### config.mk
export PLATFORM = sky130hd
export DESIGN_NAME = reg_port_arbiter_flat
export DESIGN_NICKNAME = d
export VERILOG_FILES = /design/src/rtl/reg_port_if.sv /design/src/rtl/reg_port_arbiter.sv /design/src/flat_wrapper.sv
export SDC_FILE = /design/constraint.sdc
export NUM_CORES = 1
export LEC_CHECK = 0
export ABC_AREA = 1
export BUFFER_PORTS_ARGS = -buffer_cell sky130_fd_sc_hd__buf_2
export CORE_ASPECT_RATIO = 0.8
export CORE_MARGIN = 3
export CORE_UTILIZATION = 35
export DETAILED_ROUTE_END_ITERATION = 8
export GPL_ROUTABILITY_DRIVEN = 0
export PLACE_DENSITY = 0.72
export SKIP_CTS_REPAIR_TIMING = 1
export SLEW_MARGIN = 20
export SYNTH_ARGS = -nofsm -noshare
export SYNTH_HDL_FRONTEND = slang
export SYNTH_SLANG_ARGS = --single-unit
### constraint.sdc
create_clock -name clk -period 7.05 [get_ports clk]
set_input_delay 0.3525 -clock clk [delete_from_list [all_inputs] [get_ports clk]]
set_output_delay 0.3525 -clock clk [all_outputs]
set_load 0.005 [all_outputs]
### src/rtl/reg_port_if.sv
// Requester-side bus of the register-port arbiter.
//   master : requester view (drives requests, receives ready/response)
//   slave  : arbiter view
//   req_valid/req_we : per-port request and direction (1 = write)
//   req_addr/req_wdata : packed per-port fields, port i at [i*W +: W]
//   req_ready/rsp_valid : one-hot 1-cycle pulses back to the requesters
//   rsp_rdata : shared read data, held until the next read completes
interface reg_port_if #(
    parameter int unsigned NUM_M_PORT   = 3,
    parameter int unsigned DATA_WIDTH   = 32,
    parameter int unsigned LB_REG_DEPTH = 8
);
    logic [NUM_M_PORT-1:0]              req_valid;
    logic [NUM_M_PORT-1:0]              req_we;
    logic [NUM_M_PORT*LB_REG_DEPTH-1:0] req_addr;
    logic [NUM_M_PORT*DATA_WIDTH-1:0]   req_wdata;
    logic [NUM_M_PORT-1:0]              req_ready;
    logic [NUM_M_PORT-1:0]              rsp_valid;
    logic [DATA_WIDTH-1:0]              rsp_rdata;

    modport master (
        output req_valid, req_we, req_addr, req_wdata,
        input  req_ready, rsp_valid, rsp_rdata
    );

    modport slave (
        input  req_valid, req_we, req_addr, req_wdata,
        output req_ready, rsp_valid, rsp_rdata
    );
endinterface

### src/rtl/reg_port_arbiter.sv
// Round-robin arbiter sharing a single-ported register memory between
// NUM_M_PORT requesters. One transaction in flight at a time; the winning
// command is registered onto the memory port and read data is returned to
// the granted requester.
//   clk, rst      : clock, asynchronous active-high reset
//   bus (slave)   : requester handshake bus (see reg_port_if)
//   o_mem_we/re   : memory write/read strobes, high only in the issue cycle
//   o_mem_addr    : memory address, holds its last value outside issue
//   o_mem_wdata   : memory write data, holds its last value outside issue
//   i_mem_rdata   : memory read data, valid RD_LATENCY cycles after o_mem_re
module reg_port_arbiter #(
    parameter int unsigned NUM_M_PORT   = 3,
    parameter int unsigned DATA_WIDTH   = 32,
    parameter int unsigned REG_DEPTH    = 256,
    parameter int unsigned RD_LATENCY   = 1,
    localparam int unsigned LB_REG_DEPTH = $clog2(REG_DEPTH)
) (
    input  logic                    clk,
    input  logic                    rst,
    reg_port_if.slave               bus,
    output logic                    o_mem_we,
    output logic                    o_mem_re,
    output logic [LB_REG_DEPTH-1:0] o_mem_addr,
    output logic [DATA_WIDTH-1:0]   o_mem_wdata,
    input  logic [DATA_WIDTH-1:0]   i_mem_rdata
);
    localparam int unsigned GW = $clog2(NUM_M_PORT);
    localparam int unsigned CW = (RD_LATENCY > 1) ? $clog2(RD_LATENCY) : 1;

    localparam logic [1:0] S_IDLE  = 2'd0;
    localparam logic [1:0] S_ISSUE = 2'd1;
    localparam logic [1:0] S_WAIT  = 2'd2;
    localparam logic [1:0] S_RESP  = 2'd3;

    logic [1:0]              r_state;
    logic [GW-1:0]           r_grant;
    logic [GW-1:0]           r_last;
    logic                    r_we;
    logic [CW-1:0]           r_cnt;
    logic                    r_mem_we;
    logic                    r_mem_re;
    logic [LB_REG_DEPTH-1:0] r_mem_addr;
    logic [DATA_WIDTH-1:0]   r_mem_wdata;
    logic [NUM_M_PORT-1:0]   r_req_ready;
    logic [NUM_M_PORT-1:0]   r_rsp_valid;
    logic [DATA_WIDTH-1:0]   r_rsp_rdata;

    logic [1:0]              w_state_nxt;
    logic [GW-1:0]           w_grant_nxt;
    logic [GW-1:0]           w_last_nxt;
    logic                    w_we_nxt;
    logic [CW-1:0]           w_cnt_nxt;
    logic                    w_mem_we_nxt;
    logic                    w_mem_re_nxt;
    logic [LB_REG_DEPTH-1:0] w_mem_addr_nxt;
    logic [DATA_WIDTH-1:0]   w_mem_wdata_nxt;
    logic [NUM_M_PORT-1:0]   w_req_ready_nxt;
    logic [NUM_M_PORT-1:0]   w_rsp_valid_nxt;
    logic [DATA_WIDTH-1:0]   w_rsp_rdata_nxt;

    logic                    w_found;
    logic [GW-1:0]           w_win;
    logic [GW-1:0]           w_cand;

    logic [LB_REG_DEPTH-1:0] w_addr_arr  [NUM_M_PORT];
    logic [DATA_WIDTH-1:0]   w_wdata_arr [NUM_M_PORT];

    // Unpack the per-port address/data fields
    for (genvar p = 0; p < NUM_M_PORT; p++) begin : g_unpack
        assign w_addr_arr[p]  = bus.req_addr[p*LB_REG_DEPTH +: LB_REG_DEPTH];
        assign w_wdata_arr[p] = bus.req_wdata[p*DATA_WIDTH +: DATA_WIDTH];
    end

    // Round-robin pick: first requester after the last granted port
    always_comb begin
        w_found = 1'b0;
        w_win   = '0;
        w_cand  = '0;
        for (int unsigned off = 1; off <= NUM_M_PORT; off++) begin
            w_cand = GW'((32'(r_last) + off) % NUM_M_PORT);
            if (!w_found && bus.req_valid[w_cand]) begin
                w_found = 1'b1;
                w_win   = w_cand;
            end
        end
    end

    // Next state; outputs are computed one cycle ahead so they register
    // into place in the same cycle as the state they belong to
    always_comb begin
        w_state_nxt     = r_state;
        w_grant_nxt     = r_grant;
        w_last_nxt      = r_last;
        w_we_nxt        = r_we;
        w_cnt_nxt       = r_cnt;
        w_mem_we_nxt    = 1'b0;
        w_mem_re_nxt    = 1'b0;
        w_mem_addr_nxt  = r_mem_addr;
        w_mem_wdata_nxt = r_mem_wdata;
        w_req_ready_nxt = '0;
        w_rsp_valid_nxt = '0;
        w_rsp_rdata_nxt = r_rsp_rdata;

        case (r_state)
            S_IDLE: begin
                if (w_found) begin
                    w_state_nxt     = S_ISSUE;
                    w_grant_nxt     = w_win;
                    w_we_nxt        = bus.req_we[w_win];
                    w_mem_we_nxt    = bus.req_we[w_win];
                    w_mem_re_nxt    = !bus.req_we[w_win];
                    w_mem_addr_nxt  = w_addr_arr[w_win];
                    w_mem_wdata_nxt = w_wdata_arr[w_win];
                    w_req_ready_nxt = NUM_M_PORT'(1) << w_win;
                end
            end
            S_ISSUE: begin
                w_last_nxt = r_grant;
                if (r_we) begin
                    w_state_nxt = S_IDLE;
                end else begin
                    w_state_nxt = S_WAIT;
                    w_cnt_nxt   = CW'(RD_LATENCY - 1);
                end
            end
            S_WAIT: begin
                if (r_cnt == '0) begin
                    w_state_nxt     = S_RESP;
                    w_rsp_rdata_nxt = i_mem_rdata;
                    w_rsp_valid_nxt = NUM_M_PORT'(1) << r_grant;
                end else begin
                    w_cnt_nxt = r_cnt - CW'(1);
                end
            end
            default: begin
                w_state_nxt = S_IDLE;
            end
        endcase
    end

    // State and output registers
    always_ff @(posedge clk or posedge rst) begin
        if (rst) begin
            r_state     <= S_IDLE;
            r_grant     <= '0;
            r_last      <= GW'(NUM_M_PORT - 1);
            r_we        <= 1'b0;
            r_cnt       <= '0;
            r_mem_we    <= 1'b0;
            r_mem_re    <= 1'b0;
            r_mem_addr  <= '0;
            r_mem_wdata <= '0;
            r_req_ready <= '0;
            r_rsp_valid <= '0;
            r_rsp_rdata <= '0;
        end else begin
            r_state     <= w_state_nxt;
            r_grant     <= w_grant_nxt;
            r_last      <= w_last_nxt;
            r_we        <= w_we_nxt;
            r_cnt       <= w_cnt_nxt;
            r_mem_we    <= w_mem_we_nxt;
            r_mem_re    <= w_mem_re_nxt;
            r_mem_addr  <= w_mem_addr_nxt;
            r_mem_wdata <= w_mem_wdata_nxt;
            r_req_ready <= w_req_ready_nxt;
            r_rsp_valid <= w_rsp_valid_nxt;
            r_rsp_rdata <= w_rsp_rdata_nxt;
        end
    end

    assign bus.req_ready = r_req_ready;
    assign bus.rsp_valid = r_rsp_valid;
    assign bus.rsp_rdata = r_rsp_rdata;
    assign o_mem_we      = r_mem_we;
    assign o_mem_re      = r_mem_re;
    assign o_mem_addr    = r_mem_addr;
    assign o_mem_wdata   = r_mem_wdata;
endmodule
### src/flat_wrapper.sv
// flat-port wrapper written by rule: the top's interface ports become plain ports
module reg_port_arbiter_flat 
#(
    parameter int unsigned NUM_M_PORT   = 3,
    parameter int unsigned DATA_WIDTH   = 32,
    parameter int unsigned REG_DEPTH    = 256,
    parameter int unsigned RD_LATENCY   = 1,
    localparam int unsigned LB_REG_DEPTH = $clog2(REG_DEPTH)
)
  (clk, rst, o_mem_we, o_mem_re, o_mem_addr, o_mem_wdata, i_mem_rdata, bus_req_valid, bus_req_we, bus_req_addr, bus_req_wdata, bus_req_ready, bus_rsp_valid, bus_rsp_rdata);
  reg_port_if #(.NUM_M_PORT(NUM_M_PORT), .DATA_WIDTH(DATA_WIDTH)) bus_i ();
  input  logic clk;
  input  logic rst;
  output logic o_mem_we;
  output logic o_mem_re;
  output logic [LB_REG_DEPTH-1:0] o_mem_addr;
  output logic [DATA_WIDTH-1:0] o_mem_wdata;
  input  logic [DATA_WIDTH-1:0] i_mem_rdata;
  input wire logic [$bits(bus_i.req_valid)-1:0] bus_req_valid;
  input wire logic [$bits(bus_i.req_we)-1:0] bus_req_we;
  input wire logic [$bits(bus_i.req_addr)-1:0] bus_req_addr;
  input wire logic [$bits(bus_i.req_wdata)-1:0] bus_req_wdata;
  output wire logic [$bits(bus_i.req_ready)-1:0] bus_req_ready;
  output wire logic [$bits(bus_i.rsp_valid)-1:0] bus_rsp_valid;
  output wire logic [$bits(bus_i.rsp_rdata)-1:0] bus_rsp_rdata;
  assign bus_i.req_valid = bus_req_valid;
  assign bus_i.req_we = bus_req_we;
  assign bus_i.req_addr = bus_req_addr;
  assign bus_i.req_wdata = bus_req_wdata;
  assign bus_req_ready = bus_i.req_ready;
  assign bus_rsp_valid = bus_i.rsp_valid;
  assign bus_rsp_rdata = bus_i.rsp_rdata;
  reg_port_arbiter #(.NUM_M_PORT(NUM_M_PORT), .DATA_WIDTH(DATA_WIDTH), .REG_DEPTH(REG_DEPTH), .RD_LATENCY(RD_LATENCY)) u_core (.clk(clk), .rst(rst), .bus(bus_i), .o_mem_we(o_mem_we), .o_mem_re(o_mem_re), .o_mem_addr(o_mem_addr), .o_mem_wdata(o_mem_wdata), .i_mem_rdata(i_mem_rdata));
endmodule
; ---- After elaboration in Yosys (flattened, before gate mapping)
; Cells that the tools add are included.
[op_classes]
reduce_logical = 11
magnitude_cmp = 5
n_div = 3
shift = 2
n_eq_ne = 5
bitwise = 2
add_sub_neg = 4
muxes = 35
[op_table]
columns = operator, count
row1 = "32-bit by 2-bit modulo with 32-bit output, second input constant", 3
row2 = 32-bit binary-select mux with 2-bit select, 1
row3 = 32-bit 2-to-1 mux, 2
row4 = 8-bit binary-select mux with 2-bit select, 1
row5 = 8-bit 2-to-1 mux, 2
row6 = 1-bit 2-to-1 mux, 13
row7 = "2-bit by 3-bit less-than comparator with 1-bit output, second input constant", 4
row8 = 2-bit 2-to-1 mux, 6
row9 = 3-bit 2-to-1 mux, 4
row10 = 1-bit binary-select mux with 2-bit select, 4
row11 = 2-bit AND reduction, 4
row12 = "2-bit by 2-bit adder with 3-bit output, second input constant", 2
row13 = 2-bit one-hot mux with 3 select lines, 1
row14 = "1-bit by 2-bit left shift with 3-bit output, first input constant", 2
row15 = "2-bit inequality test, second input constant", 2
row16 = "2-bit by 1-bit adder with 3-bit output, second input constant", 1
row17 = "3-bit >= comparator, second input constant", 1
row18 = 1-bit logical NOT, 3
row19 = 2-bit inverter with 3-bit output, 1
row20 = "2-bit by 1-bit == test with 1-bit output, second input constant", 1
row21 = "2-bit == test, second input constant", 1
row22 = 1-bit logical AND, 2
row23 = 2-bit logical NOT, 1
row24 = "2-bit by 1-bit inequality test with 1-bit output, second input constant", 1
row25 = other kinds (4), 4
[totals]
out_inout_bits = 80
in_bits = 160
register_bits = 88

; ---- Logic depth before layout (Yosys ltp)
[depth]
ltp_word = 16
ltp_mapped = 17
mapped_depth_nobuf = 15

; ---- Worst setup path before layout
; No wires, ideal clock.
[synth_timing]
path_kind = reg2reg
start = reg u_core.r_last[1]
end = reg u_core.r_mem_wdata[3], in the netlist u_core.o_mem_wdata[3]
path_buffers = 2
setup_slack_ps = 5006
period_less_slack_ps = 2044
t_required_ps = 6926
setup_time_ps = 124
stages_incl_launch_ff = 15
arrival_ps = 1920
cell_sequence = dfstp_2 -> ha_1 -> inv_2 -> nand2_1 -> nand3_1 -> nand2_2 -> nand2_2 -> nor2_4 -> nand2_1 -> nand2_2 -> buf_6 -> buf_6 -> or2_1 -> nand3_1 -> nand3_1
[synth_via]
elab_chain_cells = 15
elab_cells_between_ends = 27
[synth_lines]
columns = item, line
row1 = from (decl), reg_port_arbiter.sv:37  ; logic [GW-1:0] r_last;
row2 = from (signal assigned), reg_port_arbiter.sv:146  ; r_last <= GW'(NUM_M_PORT - 1);
row3 = from (signal assigned), reg_port_arbiter.sv:159  ; r_last <= w_last_nxt;
row4 = 2-bit by 1-bit adder with 3-bit output, reg_port_arbiter.sv:80  ; w_cand = GW'((32'(r_last) + off) % NUM_M_PORT);
row5 = 32-bit by 2-bit modulo with 32-bit output, reg_port_arbiter.sv:80
row6 = 1-bit binary-select mux with 2-bit select, reg_port_arbiter.sv:81  ; if (!w_found && bus.req_valid[w_cand]) begin
row7 = 1-bit 2-to-1 mux (not written as such), reg_port_arbiter.sv:81
row8 = 1-bit 2-to-1 mux, reg_port_arbiter.sv:81
row9 = 1-bit logical NOT, reg_port_arbiter.sv:81
row10 = 1-bit logical AND, reg_port_arbiter.sv:81
row11 = 1-bit 2-to-1 mux, reg_port_arbiter.sv:81
row12 = 1-bit logical NOT, reg_port_arbiter.sv:81
row13 = 1-bit logical AND, reg_port_arbiter.sv:81
row14 = 2-bit 2-to-1 mux, reg_port_arbiter.sv:81
row15 = 2-bit inverter with 3-bit output (not written as such), reg_port_arbiter.sv:113  ; w_mem_wdata_nxt = w_wdata_arr[w_win];
row16 = 32-bit binary-select mux with 2-bit select, reg_port_arbiter.sv:113
row17 = 32-bit 2-to-1 mux (not written as such) (2 in series), reg_port_arbiter.sv:113
row18 = to (signal assigned), reg_port_arbiter.sv:165  ; r_mem_wdata <= w_mem_wdata_nxt;
row19 = to (decl), reg_port_arbiter.sv:43  ; logic [DATA_WIDTH-1:0] r_mem_wdata;
; Parallel ways exist; a longest one is shown, timed or not. The select of a mux whose other input is x is not followed.
; A chain may end at the register's enable or synchronous reset.

; ---- Final worst setup path
[layout_timing]
start = reg u_core.r_last[0]
end = reg u_core.r_mem_wdata[24], in the netlist u_core.o_mem_wdata[24]
; Same word-level chain as after synthesis.

==> results.yml <==
setup_path:
  cp_slowest_cell: "nand2_2"
  reg2reg_to: "u_core.o_mem_wdata[24]$_DFFE_PP0P_"
  rrSetupSlack_ns: 3.99
  start_kind: "register"
  crit_fanout: 57
  cp_slowest_stage_delay_ns: 0.70
  end_kind: "register"
  critPathKind: "register to register"
  reg2reg_depth: 13
  cp.arrival_ns: 3.27
  critical_path_buf_inv_count: 3
  crit_chain: "inv_1 -> ha_1 -> inv_2 -> nand2_1 -> nand3_1 -> nand2_2 -> nand2_2 -> nor2_4 -> nand2_1 -> nand2_2 -> inv_4 -> o211ai_1 -> nand2_1"
  r2r-start: "u_core.r_last[0]$_DFFE_PP0P_"
  crit_family: "simple AND/OR/NAND/NOR gates"
  cp.required_ns: 7.26
yosys:
  synth_seq_cells: 87
  synth_area_leaders: "dfrtp_1 (47%), nand2_1 (11%), mux2_2 (7.9%)"
  synth-warning-count: 0
  synth.avg_cell_area_um2: 9.13
  synth.top_cell.area_share: 0.474
  synth_area_um2: 4540
  synth_cell_types: 30
  syn_nets: 662
  syn_inst: 498
  synth_area_leader_cell: "dfrtp_1"
  synth-seq-area-share: 0.479
detailed_routing:
  ant_nets: 0
  drt-wirelength-per-cell_um: 14.6
  via_per_inst: 4.64
  drc_errors: 0
  initialDrtViolationCount: 191
  dr.pass1.iters: 4
  vias: 4188
  routed_wl_um: 13200
grt:
  overflow: 0
  grt_pass1_wl_um: 20300
  grt_max_degree: 88
  grt_pass1_vias: 4006
  antenna_found_initial: 1
  grt_use_total: 0.179
floorplanning:
  rows: 36
  die_area_um2: 14400
  die_x_um: 133
  fp.dieH_um: 108
  initial_core_util: 0.366
  pin_count: 240
  core_um2: 12400
sta:
  hold_violations: 0
  slew_viol_final: 0
  tightest_slew_ns: 0.947
  finClkSkew_ns: 0.00673
  finalCritPeriodShare: 0.434
  finalSetupViolations: 0
  grt_setup_unrepaired: "false"
  relSlewSlack: 0.366
  finalHoldWorstSlack_ns: 0.233
  min_period_ns: 3.06
  max_freq_mhz: 327
  fin_tns_setup_ns: 0
cts:
  htreeDepth: 3
  clock_latency_ns: 0.33
  cts.sinks: 87
  cts-root-buf: "clkbuf_16"
  cts_max_path_buffers: 2
  cts_tree: "done"
  clk_pin_slew_worst_paths_ns: 0.07
  cts_buffers: 9
min_path:
  worstHoldEndpoint: "u_core.o_mem_wdata[27]$_DFFE_PP0P_"
  worstHoldStart: "bus_req_wdata[91]"
  hold_class: "input pin to register"
  holdPathStages: 3
final_layout:
  final_core_util: 0.493
  final_common_cell: "buf_2"
  drive_gt1_frac: 0.493
  finalNetCount: 891
  layout_common_cells: "buf_2 (239), nand2_1 (138), dfrtp_1 (86)"
  fillers: 1205
  antennaDiodeCount: 0
  area_growth_pct: 34.9
place:
  port_buffers: 239
  hpwlAfterDp_um: 9610
power:
  p_leak_nw: 3.25
  ir_worst_vdd_mv: 0.270
  p_per_area_nw_per_um2: 521
job:
  drv_cap: 0
outcome:
  run_status: "finished, final reports clean"
-- worst max path at each step --
stage / start / end / slack (ns) / cells past startpoint
detailed placement: u_core.r_last[0]$_DFFE_PP0P_ / u_core.o_mem_wdata[24]$_DFFE_PP0P_ / 4.00 / 13
global route: u_core.r_last[0]$_DFFE_PP0P_ / u_core.o_mem_wdata[29]$_DFFE_PP0P_ / 3.64 / 15
CTS: u_core.r_last[0]$_DFFE_PP0P_ / u_core.o_mem_wdata[24]$_DFFE_PP0P_ / 3.99 / 13
finish: u_core.r_last[0]$_DFFE_PP0P_ / u_core.o_mem_wdata[24]$_DFFE_PP0P_ / 3.99 / 13
global placement: u_core.r_last[1]$_DFFE_PP1P_ / u_core.o_mem_addr[6]$_DFFE_PP0P_ / 4.07 / 12
floorplan: rst / u_core.bus.req_ready[0]$_DFF_PP0_ / 4.45 / 1
-- report_power, final --
part | total (mW) | leakage [nW] | internal, mW | switching [mW]
Combinational | 1.82 | 2.05 | 0.715 | 1.10
Sequential | 0.875 | 1.06 | 0.758 | 0.118
Clock | 0.499 | 0.151 | 0.290 | 0.209
Total | 3.19 | 3.25 | 1.76 | 1.43
-- worst reg2reg max path: stages, from the launching register on --
cell and delay, ns:
dfrtp_1 0.40, inv_1 0.08, ha_1 0.40, inv_2 0.08, nand2_1 0.06, nand3_1 0.08
nand2_2 0.13, nand2_2 0.08, nor2_4 0.09, nand2_1 0.09, nand2_2 0.70, inv_4 0.37
o211ai_1 0.31, nand2_1 0.08
-- cells in the mapped netlist --
cell / number
nand2_1: 139
dfrtp_1: 86
nand3_1: 42
mux2_2: 32
inv_1: 29
or2_2: 27
nor2_1: 26
a21oi_1: 23
o211ai_2: 20
buf_6: 8
or2_0: 8
buf_2: 7
nand2_2: 6
buf_4: 5
clkbuf_1: 5
inv_2: 5
nor3_1: 5
o21ai_0: 5
ha_1: 4
nand3_2: 3
nor2_8: 2
o211ai_1: 2
or2_1: 2
a21boi_2: 1
dfstp_2: 1
inv_4: 1
nand3b_1: 1
nor2_2: 1
nor2_4: 1
o21ai_1: 1
-- state kept, by name, summed over array words and instances (netlist names) --
name and flops:
u_core.o_mem_we 1, u_core.r_grant 2, u_core.r_we 1, u_core.o_mem_re 1, u_core.bus.rsp_rdata 32, u_core.r_last 2, u_core.o_mem_wdata 32, u_core.o_mem_addr 8
u_core.r_state 2, u_core.bus.req_ready 3, u_core.bus.rsp_valid 3
-- metal layers --
| metal | part of all wire | routed length [um] | global-route usage |
|---|---|---|---|
| met1 | 0.44 | 5790 | 0.230 |
| met2 | 0.45 | 5960 | 0.291 |
| met3 | 0.096 | 1270 | 0.0607 |
| met4 | 0.011 | 150 | 0.0463 |
| met5 | 0.00099 | 13 | 0 |
-- logic make-up after synthesis --
kind of cell	synth area share
compound gates	0.0928
fa+ha+maj	0.0110
buf+inv	0.0694
flops	0.479
mux	0.0793
simple gates	0.268
-- area by class of cell --
type	instances	area, um^2	share of cell area
clock buffers	10	239	0.0390
flip-flops and latches	87	2180	0.355
clock inverters	6	75.1	0.0122
multi-input cells	351	2060	0.336
inverters	35	135	0.0220
well taps	171	214	0.0349
repair buffers	243	1230	0.201
-- through the flow --
step           worst slack, ns  total power [mW]  cell area (um^2)  std cells
6_report                  3.99              3.19              6130        903
5_1_grt                   3.64              3.49              6130        903
4_1_cts                   3.99              3.25              6130        903
3_5_place_dp              4.00              2.74              5820        887
3_3_place_gp              4.07              2.69              5810        887
2_1_floorplan             4.45              2.26              4540        498
(Power assumes the default switching activity.)
